**src/rtl/uart_tx_scheduler_pkg.sv**
```systemverilog
// uart_tx_scheduler_pkg
// Shared definitions for the UART TX scheduler slice:
//   - FSM state encodings (IDLE/SEND/WAIT_ACK/WAIT_DONE)
//   - requester IDs used by the round-robin arbiter (CPU/DBG)
//   - default FIFO depth and sender acknowledge timeout
package uart_tx_scheduler_pkg;

  localparam int DATA_W              = 8;
  localparam int TMO_W               = 8;
  localparam int DEFAULT_DEPTH       = 4;
  localparam int DEFAULT_ACK_TIMEOUT = 255;

  typedef enum logic [1:0] {
    IDLE      = 2'd0,
    SEND      = 2'd1,
    WAIT_ACK  = 2'd2,
    WAIT_DONE = 2'd3
  } tx_state_e;

  typedef enum logic {
    REQ_CPU = 1'b0,
    REQ_DBG = 1'b1
  } req_id_e;

endpackage

```
**src/rtl/uart_tx_scheduler_if.sv**
```systemverilog
// uart_tx_scheduler_if
// Bundles the producer request/grant pairs, the sender handshake and the
// status outputs of the UART TX scheduler.
//   master : byte producers + UART sender side (drives reqs, data, TX_STATUS)
//   slave  : the scheduler (drives grants, TX_EN/TX_DATA, fifo_count, tx_busy)
interface uart_tx_scheduler_if #(
  parameter int DEPTH = uart_tx_scheduler_pkg::DEFAULT_DEPTH
);

  localparam int CNT_W = $clog2(DEPTH) + 1;

  logic                                    cpu_req;
  logic [uart_tx_scheduler_pkg::DATA_W-1:0] cpu_data;
  logic                                    cpu_gnt;
  logic                                    dbg_req;
  logic [uart_tx_scheduler_pkg::DATA_W-1:0] dbg_data;
  logic                                    dbg_gnt;
  logic                                    TX_EN;
  logic [uart_tx_scheduler_pkg::DATA_W-1:0] TX_DATA;
  logic                                    TX_STATUS;
  logic [CNT_W-1:0]                        fifo_count;
  logic                                    tx_busy;

  modport master (
    output cpu_req, cpu_data, dbg_req, dbg_data, TX_STATUS,
    input  cpu_gnt, dbg_gnt, TX_EN, TX_DATA, fifo_count, tx_busy
  );

  modport slave (
    input  cpu_req, cpu_data, dbg_req, dbg_data, TX_STATUS,
    output cpu_gnt, dbg_gnt, TX_EN, TX_DATA, fifo_count, tx_busy
  );

endinterface

```
**src/rtl/uart_tx_fifo.sv**
```systemverilog
// uart_tx_fifo
// Synchronous byte FIFO between the arbiter and the TX sequencer.
// Ports:
//   clk, reset      : system clock, synchronous active-low reset
//   push, push_data : enqueue one byte (ignored when full)
//   pop             : drop the head entry (ignored when empty)
//   head_data       : oldest entry, valid when !empty
//   count           : occupancy, one bit wider than the pointers
//   full, empty     : occupancy flags
// Storage is not reset; reset only clears pointers and count, which
// discards every queued byte.
module uart_tx_fifo
  import uart_tx_scheduler_pkg::*;
#(
  parameter int DEPTH = DEFAULT_DEPTH
) (
  input  logic                     clk,
  input  logic                     reset,
  input  logic                     push,
  input  logic [DATA_W-1:0]        push_data,
  input  logic                     pop,
  output logic [DATA_W-1:0]        head_data,
  output logic [$clog2(DEPTH):0]   count,
  output logic                     full,
  output logic                     empty
);

  localparam int PTR_W = $clog2(DEPTH);
  localparam int CNT_W = PTR_W + 1;

  logic [DATA_W-1:0] mem [DEPTH];
  logic [PTR_W-1:0]  wr_ptr;
  logic [PTR_W-1:0]  rd_ptr;
  logic              do_push;
  logic              do_pop;

  assign full      = (count == CNT_W'(DEPTH));
  assign empty     = (count == '0);
  assign do_push   = push && !full;
  assign do_pop    = pop && !empty;
  assign head_data = mem[rd_ptr];

  always_ff @(posedge clk) begin
    if (do_push) begin
      mem[wr_ptr] <= push_data;
    end
  end

  // Pointers wrap naturally because DEPTH is a power of two.
  always_ff @(posedge clk) begin
    if (!reset) begin
      wr_ptr <= '0;
      rd_ptr <= '0;
      count  <= '0;
    end else begin
      if (do_push) begin
        wr_ptr <= wr_ptr + PTR_W'(1);
      end
      if (do_pop) begin
        rd_ptr <= rd_ptr + PTR_W'(1);
      end
      case ({do_push, do_pop})
        2'b10:   count <= count + CNT_W'(1);
        2'b01:   count <= count - CNT_W'(1);
        default: count <= count;
      endcase
    end
  end

endmodule

```
**src/rtl/uart_tx_scheduler.sv**
```systemverilog
// uart_tx_scheduler
// Arbitrates the UART transmitter between the CPU MEM-stage store and the
// hardware debug/trace port, queues accepted bytes in uart_tx_fifo and walks
// the serial sender through its TX_EN / TX_STATUS handshake.
// Ports:
//   clk   : system clock
//   reset : synchronous active-low reset
//   bus   : uart_tx_scheduler_if.slave
//           cpu_req/cpu_data/cpu_gnt, dbg_req/dbg_data/dbg_gnt : producers
//           TX_EN/TX_DATA/TX_STATUS                          : sender
//           fifo_count/tx_busy                               : status
module uart_tx_scheduler
  import uart_tx_scheduler_pkg::*;
#(
  parameter int DEPTH       = DEFAULT_DEPTH,
  parameter int ACK_TIMEOUT = DEFAULT_ACK_TIMEOUT
) (
  input  logic                clk,
  input  logic                reset,
  uart_tx_scheduler_if.slave  bus
);

  localparam int CNT_W = $clog2(DEPTH) + 1;
  localparam logic [TMO_W-1:0] TMO_MAX = TMO_W'(ACK_TIMEOUT);

  function automatic logic [TMO_W-1:0] tmo_inc(input logic [TMO_W-1:0] v);
    return (v >= TMO_MAX) ? TMO_MAX : v + TMO_W'(1);
  endfunction

  logic              can_push;
  logic              cpu_wins_tie;
  logic              cpu_gnt;
  logic              dbg_gnt;
  logic              push;
  logic [DATA_W-1:0] push_data;
  logic              pop;
  logic              load_data;
  logic [DATA_W-1:0] head_data;
  logic [CNT_W-1:0]  fifo_count;
  logic              fifo_full;
  logic              fifo_empty;
  req_id_e           last_gnt;

  tx_state_e         state;
  tx_state_e         state_nxt;
  logic [TMO_W-1:0]  tmo_cnt;
  logic [TMO_W-1:0]  tmo_nxt;
  logic              tx_en_q;
  logic [DATA_W-1:0] tx_data_q;

  // Arbiter: space is judged on the registered count, so a pop in this
  // cycle never opens a slot for a same-cycle grant.
  assign can_push     = reset && !fifo_full;
  assign cpu_wins_tie = (last_gnt == REQ_DBG);
  assign cpu_gnt      = can_push && bus.cpu_req && (!bus.dbg_req || cpu_wins_tie);
  assign dbg_gnt      = can_push && bus.dbg_req && (!bus.cpu_req || !cpu_wins_tie);
  assign push         = cpu_gnt || dbg_gnt;
  assign push_data    = cpu_gnt ? bus.cpu_data : bus.dbg_data;

  always_ff @(posedge clk) begin
    if (!reset) begin
      last_gnt <= REQ_DBG;
    end else if (cpu_gnt) begin
      last_gnt <= REQ_CPU;
    end else if (dbg_gnt) begin
      last_gnt <= REQ_DBG;
    end
  end

  uart_tx_fifo #(
    .DEPTH (DEPTH)
  ) u_fifo (
    .clk       (clk),
    .reset     (reset),
    .push      (push),
    .push_data (push_data),
    .pop       (pop),
    .head_data (head_data),
    .count     (fifo_count),
    .full      (fifo_full),
    .empty     (fifo_empty)
  );

  // Sender sequencer: state register, timeout counter and registered outputs.
  always_ff @(posedge clk) begin
    if (!reset) begin
      state     <= IDLE;
      tmo_cnt   <= '0;
      tx_en_q   <= 1'b0;
      tx_data_q <= '0;
    end else begin
      state   <= state_nxt;
      tmo_cnt <= tmo_nxt;
      tx_en_q <= (state_nxt == SEND);
      if (load_data) begin
        tx_data_q <= head_data;
      end
    end
  end

  // The head is only popped once the sender has visibly taken the byte
  // (TX_STATUS low); a re-pulse after timeout resends the unchanged head.
  always_comb begin
    state_nxt = state;
    tmo_nxt   = tmo_cnt;
    pop       = 1'b0;
    load_data = 1'b0;
    case (state)
      IDLE: begin
        if (!fifo_empty && bus.TX_STATUS) begin
          state_nxt = SEND;
          load_data = 1'b1;
        end
      end
      SEND: begin
        tmo_nxt   = '0;
        state_nxt = WAIT_ACK;
      end
      WAIT_ACK: begin
        if (!bus.TX_STATUS) begin
          pop       = 1'b1;
          state_nxt = WAIT_DONE;
        end else begin
          tmo_nxt = tmo_inc(tmo_cnt);
          if (tmo_inc(tmo_cnt) == TMO_MAX) begin
            state_nxt = SEND;
          end
        end
      end
      WAIT_DONE: begin
        if (bus.TX_STATUS) begin
          state_nxt = IDLE;
        end
      end
      default: state_nxt = IDLE;
    endcase
  end

  assign bus.cpu_gnt    = cpu_gnt;
  assign bus.dbg_gnt    = dbg_gnt;
  assign bus.TX_EN      = tx_en_q;
  assign bus.TX_DATA    = tx_data_q;
  assign bus.fifo_count = fifo_count;
  assign bus.tx_busy    = (state != IDLE) || (fifo_count != '0);

endmodule

```
**src/flat_wrapper.sv**
```systemverilog
// flat-port wrapper written by rule: the top's interface ports become plain ports
module uart_tx_scheduler_flat import uart_tx_scheduler_pkg::*;
#(
  parameter int DEPTH       = DEFAULT_DEPTH,
  parameter int ACK_TIMEOUT = DEFAULT_ACK_TIMEOUT
)
  (clk, reset, bus_cpu_req, bus_cpu_data, bus_dbg_req, bus_dbg_data, bus_TX_STATUS, bus_cpu_gnt, bus_dbg_gnt, bus_TX_EN, bus_TX_DATA, bus_fifo_count, bus_tx_busy);
  uart_tx_scheduler_if #(.DEPTH(DEPTH)) bus_i ();
  input  logic clk;
  input  logic reset;
  input wire logic [$bits(bus_i.cpu_req)-1:0] bus_cpu_req;
  input wire logic [$bits(bus_i.cpu_data)-1:0] bus_cpu_data;
  input wire logic [$bits(bus_i.dbg_req)-1:0] bus_dbg_req;
  input wire logic [$bits(bus_i.dbg_data)-1:0] bus_dbg_data;
  input wire logic [$bits(bus_i.TX_STATUS)-1:0] bus_TX_STATUS;
  output wire logic [$bits(bus_i.cpu_gnt)-1:0] bus_cpu_gnt;
  output wire logic [$bits(bus_i.dbg_gnt)-1:0] bus_dbg_gnt;
  output wire logic [$bits(bus_i.TX_EN)-1:0] bus_TX_EN;
  output wire logic [$bits(bus_i.TX_DATA)-1:0] bus_TX_DATA;
  output wire logic [$bits(bus_i.fifo_count)-1:0] bus_fifo_count;
  output wire logic [$bits(bus_i.tx_busy)-1:0] bus_tx_busy;
  assign bus_i.cpu_req = bus_cpu_req;
  assign bus_i.cpu_data = bus_cpu_data;
  assign bus_i.dbg_req = bus_dbg_req;
  assign bus_i.dbg_data = bus_dbg_data;
  assign bus_i.TX_STATUS = bus_TX_STATUS;
  assign bus_cpu_gnt = bus_i.cpu_gnt;
  assign bus_dbg_gnt = bus_i.dbg_gnt;
  assign bus_TX_EN = bus_i.TX_EN;
  assign bus_TX_DATA = bus_i.TX_DATA;
  assign bus_fifo_count = bus_i.fifo_count;
  assign bus_tx_busy = bus_i.tx_busy;
  uart_tx_scheduler #(.DEPTH(DEPTH), .ACK_TIMEOUT(ACK_TIMEOUT)) u_core (.clk(clk), .reset(reset), .bus(bus_i));
endmodule
```
**config.mk**
```make
export PLATFORM = sky130hd
export DESIGN_NAME = uart_tx_scheduler_flat
export DESIGN_NICKNAME = d
export VERILOG_FILES = /design/src/rtl/uart_tx_scheduler_pkg.sv /design/src/rtl/uart_tx_scheduler_if.sv /design/src/rtl/uart_tx_fifo.sv /design/src/rtl/uart_tx_scheduler.sv /design/src/flat_wrapper.sv
export SDC_FILE = /design/constraint.sdc
export NUM_CORES = 1
export LEC_CHECK = 0
export ABC_AREA = 1
export CORE_ASPECT_RATIO = 1.25
export CORE_MARGIN = 5
export CORE_UTILIZATION = 59
export CTS_BUF_LIST = sky130_fd_sc_hd__clkbuf_8
export CTS_CLUSTER_SIZE = 14
export DETAILED_ROUTE_END_ITERATION = 10
export PLACE_DENSITY = 0.85
export RECOVER_POWER = 25
export SLEW_MARGIN = 20
export SYNTH_ARGS = -nofsm -noshare
export SYNTH_HDL_FRONTEND = slang
export SYNTH_SLANG_ARGS = --single-unit
```
**constraint.sdc**
```tcl
create_clock -name clk -period 4.7 [get_ports clk]
set_input_delay 0.705 -clock clk [delete_from_list [all_inputs] [get_ports clk]]
set_output_delay 0.705 -clock clk [all_outputs]
set_load 0.005 [all_outputs]
```
### Word level (Yosys, flattened, before mapping)

Memories as Yosys holds them, arrays and structs flattened. A register that Yosys moved wholly into a read port is not among the register bits.
Cells that the tools add are included.

| word-level totals | value |
|---|---|
| memories | 1 |
| register bits | 19 |
| output and inout port bits | 15 |
| bits in writable memories | 32 |

Memory list:

| name | words | width | rd ports | clocked after memory_dff | wr ports | RTL line | text |
|---|---|---|---|---|---|---|---|
| u_core.u_fifo.mem | 4 | 8 | 1 | 1 | 1 | uart_tx_fifo.sv:31 | `logic [DATA_W-1:0] mem [DEPTH];` |

| cells by class | value |
|---|---|
| muxes and demuxes | 18 |
| add/subtract/negate cells | 5 |
| reduce and logical (&&, ||, !) cells | 26 |
| equal/unequal tests | 9 |
| magnitude comparators | 1 |

Operators with widths:

| cell | number |
|---|---|
| $mux 8 | 3 |
| $pmux 8 s2 | 1 |
| $add 8x1->8 const B | 1 |
| $eq 8x8->1 const B | 1 |
| $ge 8x8->1 const B | 1 |
| $logic_and 1x1->1 | 8 |
| $mux 1 | 8 |
| $mux 2 | 4 |
| $pmux 2 s4 | 1 |
| $reduce_bool 2->1 | 4 |
| $eq 2x1->1 const B | 3 |
| $eq 2x2->1 const B | 3 |
| $logic_not 1->1 | 6 |
| $pmux 3 s2 | 1 |
| $add 2x1->2 const B | 2 |
| $logic_or 1x1->1 | 4 |
| $add 3x1->3 const B | 1 |
| $eq 3x3->1 const B | 1 |
| $logic_not 3->1 | 1 |
| $reduce_bool 3->1 | 1 |
| $sub 3x1->3 const B | 1 |
| $logic_not 2->1 | 1 |
| $ne 2x2->1 const B | 1 |
| $reduce_and 2->1 | 1 |

### Depth between registers and ports, before layout

| depth | value |
|---|---|
| depth after elaboration | 9 |
| mapped depth | 14 |
| gate-level depth less buffers | 14 |

### Cells and area by module

Synthesis repeated with hierarchy kept, for this count alone.

| unflattened totals | value |
|---|---|
| cells, all modules | 331 |
| area total of the unflattened synthesis | 2830.2 um^2 |

By module, submodules not included:

| module | instances | area each (um^2) | seq. area each (um^2) | cells an instance |
|---|---|---|---|---|
| uart_tx_fifo | 1 | 1681.6 | 1141.1 | 145 |
| uart_tx_scheduler | 1 | 1148.6 | 400.4 | 186 |

### Worst setup path before layout

OpenSTA, ideal clock, no wires.

| timing | value |
|---|---|
| kind | in2reg |
| start point | input bus_dbg_req |
| end point | register u_core.u_fifo.count[1] |
| slack | 2.440 ns |
| buffers on the path | 0 |
| arrival | 2.195 ns |
| required time | 4.635 ns |
| cell stages on the path | 11 |
| path through | inv_1 -> nor2_1 -> or3_1 -> nand2_1 -> inv_1 -> ha_1 -> inv_1 -> fa_1 -> nor2_1 -> a21oi_1 -> nor2_1 |

| on the way | value |
|---|---|
| word-level cells in the longest chain between the ends | 7 |

RTL lines:

| element | RTL line | text |
|---|---|---|
| start: declaration | flat_wrapper.sv:13 | `input wire logic [$bits(bus_i.dbg_req)-1:0] bus_dbg_req;` |
| $logic_not 1->1 | uart_tx_scheduler.sv:55 | `assign cpu_gnt = can_push && bus.cpu_req && (!bus.dbg_req \|\| cpu_wins_tie);` |
| $logic_or 1x1->1 | uart_tx_scheduler.sv:55 |  |
| $logic_and 1x1->1 | uart_tx_scheduler.sv:55 |  |
| $logic_or 1x1->1 * | uart_tx_scheduler.sv:57 | `assign push = cpu_gnt \|\| dbg_gnt;` |
| $logic_and 1x1->1 * | uart_tx_fifo.sv:39 | `assign do_push = push && !full;` |
| $eq 2x1->1 / $eq 2x2->1 (equally long branches) | uart_tx_fifo.sv:62 | `case ({do_push, do_pop})` |
| $pmux 3 s2 / $reduce_bool 2->1 (equally long branches) | -- |  |
| end signal: assignment | uart_tx_fifo.sv:63 | `2'b10: count <= count + CNT_W'(1);` |
| end signal: assignment | uart_tx_fifo.sv:64 | `2'b01: count <= count - CNT_W'(1);` |
| end signal: assignment | uart_tx_fifo.sv:65 | `default: count <= count;` |
| end: declaration | uart_tx_fifo.sv:23 | `output logic [$clog2(DEPTH):0] count,` |

Every way passes the cells marked *; elsewhere a longest branch is shown, timed or not.
A chain may end at the register's enable or synchronous reset.

### Final worst setup path

| timing | value |
|---|---|
| start point | input reset |
| end point | output bus_cpu_gnt |

| on the way | value |
|---|---|
| word-level cells in the longest chain between the ends | 3 |

RTL lines:

| element | RTL line | text |
|---|---|---|
| start: declaration | flat_wrapper.sv:10 | `input logic reset;` |
| $logic_and 1x1->1 | uart_tx_scheduler.sv:53 | `assign can_push = reset && !fifo_full;` |
| $logic_and 1x1->1 (2 in a row) | uart_tx_scheduler.sv:55 |  |
| end: declaration | flat_wrapper.sv:16 | `output wire logic [$bits(bus_i.cpu_gnt)-1:0] bus_cpu_gnt;` |

Every way passes these cells.

==> results_dict.tcl <==
set metrics [dict create \
    synth_ff_type "edfxtp_1" \
    layout_commonest_cell "nand2_1" \
    async_flop_share_pct 0 \
    synth_top_family_by_area "simple AND/OR/NAND/NOR gates" \
    finalPower_w 0.001347 \
    fillers 329 \
    synth_cells 318 \
    cts_sinks 59 \
    muxShareOfSynthArea_pct 0 \
    cts_hold_buf 0 \
    grt_pass1_wl_um 10150 \
    crit_chain "clkdlybuf4s50_1 > clkbuf_1 > nand2_1 > or3_1 > clkinv_2 > clkdlybuf4s50_1" \
    row_count 27 \
    finalCritPeriodShare_pct 79.73 \
    wl_um 6103 \
    worstSetupEndpointType "output port" \
    worstReg2RegStart "u_core.u_fifo.count[0]" \
    clkLatencyLatePin_ns 0.34 \
    grtUsageTotal_pct 21.68 \
    synthSimpleGateAreaFrac_pct 23.18 \
    numCtsBuffers 9 \
    cts_setup_buffers 0 \
    vias_per_cell 5.379 \
    synth_compound_area_share_pct 11.75 \
    leakagePower_nw 1.361 \
    syn_avg_cell_area_um2 8.605 \
    post-route-min-period_ns 3.747 \
    ant_nets 0 \
    yosysSeqAreaShare_pct 54.87 \
    grt_max_degree 21 \
    maxSlewHeadroom_pct -4.178 \
    final_cell_mix "72 x nand2_1, 50 x nor2_1, 32 x o21ai_0, 32 x edfxtp_1, 31 x inv_1" \
    place_congestion 0.8627 \
    required_ns 3.99 \
    htreeDepth 3 \
    hold_class "reg2reg" \
    ios 36 \
    intPower_w 0.001054 \
    antenna_found_initial 0 \
    p_switching_w 0.0002930 \
    clockBufferDepth 2 \
    postPlaceCellArea_um2 3120 \
    hp-start "u_core.tmo_cnt[6]" \
    area_growth_pct 22.73 \
    cp_top_family "buffers and inverters" \
    die_height_um 86.14 \
    combPwrFrac_pct 10.3 \
    crit_slowest_cell "or3_1" \
    drc 0 \
    syn_area_um2 2736 \
    worstSetupPathType "in2out" \
    dp_hpwl_um 4414 \
    grt_pass1_vias 2224 \
    multi_input_area_um2 1036 \
    numPortBuffers 35 \
    yosys.area_share.adder_pct 3.475 \
    avgRoutedWirePerCell_um 14.57 \
    grt_remaining_overflow 0 \
    ys_types 31 \
    tritoncts "yes" \
    p_clk_share_pct 45.6 \
    slew_viol_final 18 \
    tightestPinTransition_ns 1.551 \
    cts_root_buffer "clkbuf_8" \
    layout.nets 384 \
    cp_common_cell "clkdlybuf4s50_1" \
    synth_fp_nets 346 \
    worst-path-max-fanout 17 \
    cap_violations 1 \
    drive_gt1_share_pct 7.756 \
    ys_seq_elements 59 \
    cpPeakStageDelay_ns 0.52 \
    max_freq_ghz 0.2669 \
    setup_violations 0 \
    core_area_um2 4459 \
    ctsResizeCount 0 \
    final-seq-area_um2 1501 \
    peakVddDrop_mv 0.2836 \
    worst-r2r-cell-count 13 \
    skew_ns 0.004498 \
    p_sw_share_pct 21.75 \
    pwr-share-seq_pct 44.1 \
    dr.pass1.iters 4 \
    r2r_setup_slack_ns 1.99 \
    status "finished with violations" \
    drt_iter0_drc 91 \
    clk_pin_slew_ns 0.06 \
    synthXorXnorAreaFrac_pct 0.3201 \
    worstHoldEndpoint "u_core.tmo_cnt[6]" \
    start_util_pct 61.36 \
    rsz0062_at_grt "no" \
    rr_endpoint "u_core.u_fifo.count[2]" \
    cp_data_arrival_time_ns 3.04 \
    crit_buf_inv 4 \
    fin_area_um2 3358 \
    via_count 2254 \
    dieArea_um2 6108 \
    diodes 0 \
    synth_edf_count 32 \
    ys_warn_count 0 \
    tns_ns 0 \
    holdPathStages 2 \
    power_density_nw_per_um2 401.2 \
    final_hold_viol_count 0 \
    worst_setup_path_start_kind "input pin" \
    die_w_um 70.91 \
    violations "capacitance limit, slew limit" \
]
[per-layer routing]
metal  vias to the layer above  wire (um)  GRT usage, %
li1                       1123          -             -
met1                      1042       2230         21.37
met2                        73       3468         42.28
met3                        16        243         4.103
met4                         0        161         10.60
met5                         -          0             0
[stage by stage]
stage | hold WS, ns | setup WS [ns] | cells | util (%)
2_1_floorplan | 0.4596 | 2.440 | 318 | -
3_3_place_gp | 0.4877 | 1.379 | 403 | 69.98
3_5_place_dp | 0.4924 | 1.251 | 403 | 69.98
4_1_cts | 0.5224 | 1.323 | 419 | 75.93
5_1_grt | 0.5485 | 0.8274 | 419 | 75.31
6_report | 0.5204 | 0.9528 | 419 | 75.31
[cell usage after synthesis, types with 2 or more instances]
| cell type | n | share of area [%] |
|---|---|---|
| ha_1 | 6 | 2.7 |
| nand2_1 | 72 | 9.9 |
| buf_4 | 2 | 0.55 |
| buf_2 | 4 | 0.73 |
| a31oi_1 | 8 | 1.8 |
| nor2_1 | 49 | 6.7 |
| edfxtp_1 | 32 | 35 |
| nand2_2 | 4 | 0.91 |
| a21oi_1 | 18 | 3.3 |
| nor2_4 | 2 | 0.82 |
| inv_2 | 2 | 0.27 |
| nand3_1 | 9 | 1.6 |
| clkbuf_1 | 2 | 0.27 |
| dfxtp_1 | 27 | 20 |
| o21ai_1 | 2 | 0.37 |
| nor2_2 | 5 | 1.1 |
| inv_1 | 30 | 4.1 |
| o21ai_0 | 31 | 5.7 |
[registers in the layout, indices dropped and copies added (netlist names)]
signal,cells
u_core.u_fifo.wr_ptr,2
u_core.state,2
u_core.bus.TX_EN,1
u_core.u_fifo.rd_ptr,2
u_core.cpu_wins_tie,1
u_core.tmo_cnt,8
u_core.u_fifo.mem,32
u_core.bus.TX_DATA,8
u_core.u_fifo.count,3
[cell type report]
| class | count | area share (%) |
|---|---|---|
| flip-flops and latches | 59 | 44.71 |
| multi-input cells | 216 | 30.85 |
| repair buffers | 36 | 10.54 |
| clock buffers | 10 | 4.098 |
| inverters | 34 | 3.838 |
| clock inverters | 6 | 3.800 |
| well taps | 58 | 2.161 |
[worst reg2reg max path, cell delays in order (launching register included)]
cell and delay (ns):
dfxtp_1 0.33, inv_1 0.14, nand3_1 0.10, nand2_1 0.08, or3_1 0.36, nand2_1 0.16
inv_1 0.21, ha_1 0.18, inv_1 0.07, fa_1 0.40, a21oi_1 0.18, o21ai_0 0.14
o21ai_0 0.19, a21oi_1 0.06
[logic make-up (layout without fill, tap and decap cells)]
kind of cell | after synthesis | count (layout)
compound gates | 61 | 61
buf+inv | 43 | 86
fa+ha+maj | 7 | 7
xor+xnor | 1 | 1
simple gates | 147 | 147
flops | 59 | 59
[power by group through the flow]
| stage | Clock (W) | Combinational, W | Sequential, W |
|---|---|---|---|
| 3_3_place_gp | 0 | 0.000137 | 0.000604 |
| 6_report | 0.000614 | 0.000138 | 0.000595 |
| 5_1_grt | 0.000649 | 0.000155 | 0.000597 |
| 2_1_floorplan | 0 | 0.0000773 | 0.000601 |
| 4_1_cts | 0.000620 | 0.000147 | 0.000596 |
| 3_5_place_dp | 0 | 0.000144 | 0.000606 |
[how the worst max path moves through the flow]
| stage | start | end | slack [ns] | depth (start not counted) |
|---|---|---|---|---|
| finish | reset | bus_cpu_gnt | 0.95 | 6 |
| detailed placement | reset | u_core.u_fifo.count[2] | 1.25 | 13 |
| global placement | reset | bus_cpu_gnt | 1.38 | 6 |
| CTS | reset | bus_cpu_gnt | 1.32 | 6 |
| global route | reset | bus_cpu_gnt | 0.83 | 6 |
| floorplan | bus_dbg_req | u_core.u_fifo.count[1] | 2.44 | 11 |
No activity file was read; power rests on OpenSTA's default activity.
